<file path="src/rtl/tail_light_seq.sv">
// Turn / hazard / brake tail-light sequencer for NLAMP lamps per side.
// Sweeps fill outward one lamp per STEP_CYC clocks; brake overlays idle sides.
module tail_light_seq #(
  parameter int NLAMP    = 3,
  parameter int STEP_CYC = 1
) (
  input  logic             clk,
  input  logic             reset,
  input  logic             left,
  input  logic             right,
  input  logic             hazard,
  input  logic             brake,
  output logic [NLAMP-1:0] lamp_l,
  output logic [NLAMP-1:0] lamp_r,
  output logic             busy
);

  localparam int SW = $clog2(NLAMP + 1);
  localparam int PW = $clog2(STEP_CYC + 1);

  localparam logic [PW-1:0] PLAST = PW'(STEP_CYC - 1);
  localparam logic [SW-1:0] SLAST = SW'(NLAMP);
  localparam logic [SW-1:0] SONE  = SW'(1);

  typedef enum logic [1:0] {
    IDLE = 2'd0,
    LSEQ = 2'd1,
    RSEQ = 2'd2,
    HAZ  = 2'd3
  } state_e;

  state_e          state_q, state_d;
  logic [SW-1:0]   step_q, step_d;
  logic            phase_q, phase_d;
  logic [PW-1:0]   pcnt_q, pcnt_d;
  logic            tick;
  logic [NLAMP-1:0] sweep;

  assign tick = (pcnt_q == PLAST);

  always_comb begin
    state_d = state_q;
    step_d  = step_q;
    phase_d = phase_q;
    pcnt_d  = tick ? '0 : pcnt_q + 1'b1;
    unique case (state_q)
      IDLE: begin
        pcnt_d  = '0;
        step_d  = SONE;
        phase_d = 1'b0;
        if (hazard) begin
          state_d = HAZ;
          phase_d = 1'b1;
        end else if (left) begin
          state_d = LSEQ;
        end else if (right) begin
          state_d = RSEQ;
        end
      end
      LSEQ, RSEQ: begin
        if (hazard) begin
          state_d = HAZ;
          phase_d = 1'b1;
          pcnt_d  = '0;
        end else if (tick) begin
          if (step_q == SLAST) begin
            state_d = IDLE;
            step_d  = SONE;
          end else begin
            step_d = step_q + 1'b1;
          end
        end
      end
      HAZ: begin
        if (tick) begin
          if (hazard) begin
            phase_d = ~phase_q;
          end else begin
            state_d = IDLE;
            phase_d = 1'b0;
          end
        end
      end
      default: begin
        state_d = IDLE;
        step_d  = SONE;
        phase_d = 1'b0;
        pcnt_d  = '0;
      end
    endcase
  end

  always_ff @(posedge clk or negedge reset) begin
    if (!reset) begin
      state_q <= IDLE;
      step_q  <= SONE;
      phase_q <= 1'b0;
      pcnt_q  <= '0;
    end else begin
      state_q <= state_d;
      step_q  <= step_d;
      phase_q <= phase_d;
      pcnt_q  <= pcnt_d;
    end
  end

  always_comb begin
    for (int i = 0; i < NLAMP; i++) begin
      sweep[i] = (SW'(i) < step_q);
    end
  end

  // Reset gates the drivers directly so lamps go dark without a clock.
  always_comb begin
    lamp_l = {NLAMP{brake}};
    lamp_r = {NLAMP{brake}};
    busy   = (state_q != IDLE);
    unique case (state_q)
      LSEQ:    lamp_l = sweep;
      RSEQ:    lamp_r = sweep;
      HAZ: begin
        lamp_l = {NLAMP{phase_q}};
        lamp_r = {NLAMP{phase_q}};
      end
      default: ;
    endcase
    if (!reset) begin
      lamp_l = '0;
      lamp_r = '0;
      busy   = 1'b0;
    end
  end

endmodule

</file>
<file path="config.mk">
export PLATFORM = sky130hd
export DESIGN_NAME = tail_light_seq
export DESIGN_NICKNAME = d
export VERILOG_FILES = /design/src/rtl/tail_light_seq.sv
export SDC_FILE = /design/constraint.sdc
export NUM_CORES = 1
export LEC_CHECK = 0
export ABC_AREA = 0
export BUFFER_PORTS_ARGS = -buffer_cell sky130_fd_sc_hd__buf_2
export CELL_PAD_IN_SITES_DETAIL_PLACEMENT = 1
export CELL_PAD_IN_SITES_GLOBAL_PLACEMENT = 1
export CORE_MARGIN = 8
export CORE_UTILIZATION = 40
export CTS_BUF_LIST = sky130_fd_sc_hd__clkbuf_8 sky130_fd_sc_hd__clkbuf_16
export DETAILED_ROUTE_END_ITERATION = 16
export PLACE_DENSITY_LB_ADDON = 0.1
export SLEW_MARGIN = 10
export SYNTH_ARGS = -nofsm -noshare
export SYNTH_HDL_FRONTEND = slang
export SYNTH_SLANG_ARGS = --single-unit
</file>
<file path="constraint.sdc">
create_clock -name clk -period 3.16 [get_ports clk]
set_input_delay 0.632 -clock clk [delete_from_list [all_inputs] [get_ports clk]]
set_output_delay 0.632 -clock clk [all_outputs]
set_load 0.02 [all_outputs]
</file>
==> results.ini, run 1 <==
[clocking]
h-tree-depth = 1
numCtsBuffers = 3
cts_setup_buffers = 0
insertion_delay_ns = 0.22
clock-sinks = 5
cts_resized = 0
cts.clk_slew.worst_paths_ns = 0.04
root_buffer = clkbuf_8
cts-hold-fix-buffers = 0
cts_tree = built
clockBufferDepth = 2

[sta]
slew_violations = 0
fmax_ghz = 0.433
fin_tns_setup_ns = 0
min_period_ns = 2.31
hold_viol = 0
rsz0062_at_grt = no
fin_ws_ns = 0.851
period_share_pct = 73.1
setup-violations-final = 0
worstMarginPinSlew_ns = 0.435
slew_headroom_pct = 70.8
fin_skew_ns = 0.00110

[floorplan]
die_w_um = 52.4
ioPinCount = 13
row_count = 13
initial_utilization_pct = 41.8
die_y_um = 52.4
core_region_area_mm2 = 0.00127
fp.dieArea_mm2 = 0.00275

[worst_setup_path]
arrival_ns = 1.68
path_cells = ha_1 > and3_1 > o31ai_2 > a31oi_1 > buf_2
critPathTopFamily = flip-flops
crit_path_start = state_q[0]
r2r_start = state_q[0]
critPathSlowestCell = dfrtp_1
critPathKind = register to output port
crit_fanout = 6
end_kind = output port
slowest_delay_ns = 0.43
critPathBufInv = 1
crit_required_ns = 2.53
startpoint_type = register

[power_and_ir_drop]
p_seq_share_pct = 21.1
ir_worst_vdd_mv = 0.422
power_frac_clock_pct = 16.5
internal_power_mw = 0.366
power-per-cell-area_mw_per_mm2 = 1070
p_switching_mw = 0.332
p_total_mw = 0.698
combPwrFrac_pct = 62.3
leakage_nw = 0.325
switching_share_pct = 47.6

[grt]
gr-usage-met3_pct = 3.69
busiest_layer = met2
grt_pass1_vias = 504
grt_start_max_net_pins = 11
grt_use_total_pct = 10.8
grtUsageMet2_pct = 19.0
grt_first_pass_wirelength_um = 2220
grt-ovfl-total = 0
use_met1_pct = 11.0
antenna_found_initial = 0

[drt]
routedWlPerCell_um = 15.1
vias_per_cell = 5.42
wirelength_um = 1340
first_iter_violations = 0
drtPass1Iterations = 1
ant_nets = 0
vias = 482
drc = 0

[cells_and_area]
area_growth_pct = 22.4
final_common_cell = buf_2
seqCellArea_um2 = 126
antenna_cells = 0
multiInputGateArea_um2 = 380
post_route_cells_drive_above_1_share_pct = 27.0
fillers = 162
stdcell_area_um2 = 649
most-common-layout-cells = 12 x buf_2, 10 x ha_1, 6 x inv_1
stdcell_count = 89
final_nets = 91

[status]
outcome = complete, no violations

[yosys]
async_reset_ff_share_pct = 100
syn_inst = 59
synth_ff_type = dfrtp_1
syn-mean-instance-area_um2 = 8.99
synth_fp_nets = 75
ys_warn_count = 0
syn_area_um2 = 531
synth_seq_cells = 5
ys_seq_area_share_pct = 23.8
synth.distinct_cells = 26
synth_enable_flop_cells = 0

[placed_design]
numPortBuffers = 12
placed_cell_area_um2 = 604
placed_cells = 85
place_congestion = 0.735
pre_cts_ws_ns = 1.08
hpwlAfterDp_um = 992

[run]
maxCapViolCount = 0

[hold_path]
hold_path.class = input port to async pin

-- power by group through the flow --
stage	registers [mW]	logic, mW	clock network, mW
3_3_place_gp	0.146	0.430	0
5_1_grt	0.158	0.487	0.121
6_report	0.147	0.435	0.115
2_1_floorplan	0.136	0.330	0
3_5_place_dp	0.148	0.433	0
4_1_cts	0.149	0.444	0.117
-- path summary, 6_finish.rpt --
path | end | slack (ns) | cells after the start
worst max-delay path | lamp_l[0] | 0.85 | 5
worst min-delay path | state_q[1] | 0.25 | 1
worst max register to register | state_q[0] | 1.46 | 5
worst min register to register | step_q[0] | 0.60 | 2
max in group asynchronous | step_q[0] | 2.67 | 1
min in group clk | step_q[0] | 0.60 | 2
-- per-layer routing --
metal | share of wire [%] | vias to the layer above | routed length (um)
met5 | 0 | - | 0
met4 | 1.9 | 0 | 25
met3 | 9.3 | 5 | 125
met2 | 47 | 15 | 626
met1 | 42 | 218 | 567
li1 | - | 244 | -
-- cell families after synthesis --
group	synth area share, %
compound gates	23.1
flops	23.8
mux	4.24
simple gates	20.8
fa+ha+maj	23.6
buf+inv	4.48
-- cells in the mapped netlist, types with 2 or more instances --
cell type	count	area share, %
ha_1	10	24
a21oi_1	5	4.7
inv_1	5	3.5
nand2_1	5	3.5
dfrtp_1	4	19
a31oi_1	3	3.5
nor2b_1	3	3.5
o311ai_1	3	5.0
nand2b_1	2	2.4
o21ai_0	2	1.9
o31ai_1	2	2.8
-- per-stage QoR --
step                      utilization [%]  hold slack (ns)
after floorplan                         -            0.336
after global placement               47.6            0.483
after detailed placement             47.6            0.484
after CTS                            51.2            0.252
after global routing                 51.2            0.258
final                                51.2            0.250
-- area by class of cell --
type / instances / area share, %
multi-input cells: 48 / 58.6
well taps: 15 / 2.89
repair buffers: 12 / 9.25
clock buffers: 3 / 6.36
flip-flops and latches: 5 / 19.5
inverters: 5 / 2.89
clock inverters: 1 / 0.578
-- flip-flops by register name (all words and copies together), names as in the netlist --
name / count
phase_q: 1
state_q: 2
step_q: 2
Power figures use the tool's default switching activity.
==> inputs of run 2 (changes only) <==
Settings changed: CORE_UTILIZATION 40 to 33.
Clock period 3.16 ns to 1.9 ns, I/O delays scaled along.
==> run 2 against run 1 <==
The flow now finishes with violations (negative setup slack). Clock skew is 0.00088 ns lower. Clock power grew 68%. First-iteration DRC count increased by 2. Register-to-register slack worse by 1.2 ns. Critical endpoint is now lamp_r[2]. Largest cell class unchanged.
==> results.ini, run 2 (synthesis results as in run 1) <==
[status]
outcome = finished, violations left
violations = negative setup slack

[worst_setup_path]
path_cells = buf_6 > ha_4 > mux2_4 > a21oi_2 > buf_4
crit_required_ns = 1.52
slowest_delay_ns = 0.44
cp.depth = 5
rrSetupSlack_ns = 0.29
arrival_ns = 1.53
critPathTopFamily = flip-flops
rr_worst_depth = 6
rr_endpoint = state_q[0]
critPathBufInv = 2
r2r_start = state_q[0]
critPathKind = register to output port
critPathSlowestCell = dfrtp_2
startpoint_type = register
crit_fanout = 5
end_kind = output port

[hold_path]
hold_path.class = input port to async pin

[floorplan]
row_count = 14
initial_utilization_pct = 35.2
die_y_um = 56.1
fp.dieArea_mm2 = 0.00315
die_w_um = 56.1
core_region_area_mm2 = 0.00151
ioPinCount = 13

[cells_and_area]
post_route_cells_drive_above_1_share_pct = 47.5
final_nets = 97
area_growth_pct = 46.9
antenna_cells = 0
most-common-layout-cells = 9 x buf_2, 8 x buf_4, 5 x inv_1, 5 x nand2_1, 5 x ha_1
top_regs = state_q: 2 flops, step_q: 2 flops, phase_q: 1 flops
final_common_cell = buf_2
stdcell_area_um2 = 779

[placed_design]
placed_cell_area_um2 = 613
pre_cts_ws_ns = 0.0521
hpwlAfterDp_um = 1070
numPortBuffers = 12
place_congestion = 0.724

[clocking]
cts_tree = built
cts-hold-fix-buffers = 0
numCtsBuffers = 3
clock-sinks = 5
root_buffer = clkbuf_8
h-tree-depth = 1
cts.clk_slew.worst_paths_ns = 0.03
insertion_delay_ns = 0.22
clockBufferDepth = 2

[power_and_ir_drop]
ir_worst_vdd_mv = 0.891
leakage_nw = 0.353
combPwrFrac_pct = 68.2
p_seq_share_pct = 18.0
p_switching_mw = 0.626
power_frac_clock_pct = 13.8
internal_power_mw = 0.777
switching_share_pct = 44.6
power-per-cell-area_mw_per_mm2 = 1800

[sta]
hold_viol = 0
fin_skew_ns = 0.000218
slew_headroom_pct = 83.5
period_share_pct = 100
min_period_ns = 1.91
fmax_ghz = 0.524
fin_ws_ns = -0.00932
rsz0062_at_grt = yes
setup-violations-final = 1
slew_violations = 0
worstMarginPinSlew_ns = 0.244

[drt]
vias_per_cell = 5.29
wirelength_um = 1420
routedWlPerCell_um = 14.7
ant_nets = 0
vias = 508
drc = 0
drtPass1Iterations = 2
first_iter_violations = 2

[grt]
grt_start_max_net_pins = 11
grt_pass1_vias = 549
antenna_found_initial = 0
grt-ovfl-total = 0
grt_use_total_pct = 10.6
grt_first_pass_wirelength_um = 2630

[run]
maxCapViolCount = 0

==> run 2: worst max path at each step <==
| stage | slack (ns) | to | startpoint |
|---|---|---|---|
| 2_1_floorplan | 0.13 | lamp_r[2] | state_q[0] |
| 3_3_place_gp | 0.06 | lamp_l[2] | state_q[1] |
| 3_5_place_dp | 0.05 | lamp_l[0] | state_q[1] |
| 4_1_cts | -0.02 | lamp_l[0] | state_q[0] |
| 5_1_grt | -0.07 | lamp_l[2] | state_q[1] |
| 6_report | -0.009 | lamp_r[2] | state_q[1] |
==> run 2: final cells by class <==
| type | count | area [um^2] |
|---|---|---|
| Timing Repair Buffer | 18 | 116 |
| Sequential cell | 5 | 129 |
| Clock buffer | 3 | 41.3 |
| Multi-Input combinational cell | 48 | 450 |
| Tap cell | 16 | 20.0 |
| Inverter | 5 | 18.8 |
| Fill cell | 187 | 727 |
| Clock inverter | 1 | 3.75 |
==> run 2: what timing repair did <==
item                                    CTS  global route
endpoints found under the setup margin    6             7
gates resized for setup                  13             8
pin swaps                                 3             1
buffers inserted                          4             1
==> run 2: stage by stage <==
stage          std cells  setup TNS [ns]  power [mW]  hold slack [ns]  utilization, %
2_1_floorplan         59               0       0.775           0.0844               -
3_3_place_gp          87               0       0.983            0.231            40.7
3_5_place_dp          87               0        1.00            0.233            40.7
4_1_cts               95         -0.0559        1.37          0.00932            49.3
5_1_grt               96          -0.288        1.55           0.0248            51.7
6_report              96        -0.00932        1.40           0.0126            51.7
==> run 2: metal layers <==
metal / GRT usage [%] / wire [um]
met5: 0 / 0
met4: 8.25 / 38
met3: 4.57 / 109
met2: 15.5 / 661
met1: 11.5 / 606
==> run 2: power by group through the flow <==
| stage | clock network, mW | registers, mW | logic (mW) |
|---|---|---|---|
| finish | 0.193 | 0.253 | 0.957 |
| global route | 0.207 | 0.264 | 1.08 |
| CTS | 0.199 | 0.251 | 0.915 |
| detailed placement | 0 | 0.248 | 0.757 |
| global placement | 0 | 0.242 | 0.741 |
| floorplan | 0 | 0.226 | 0.549 |
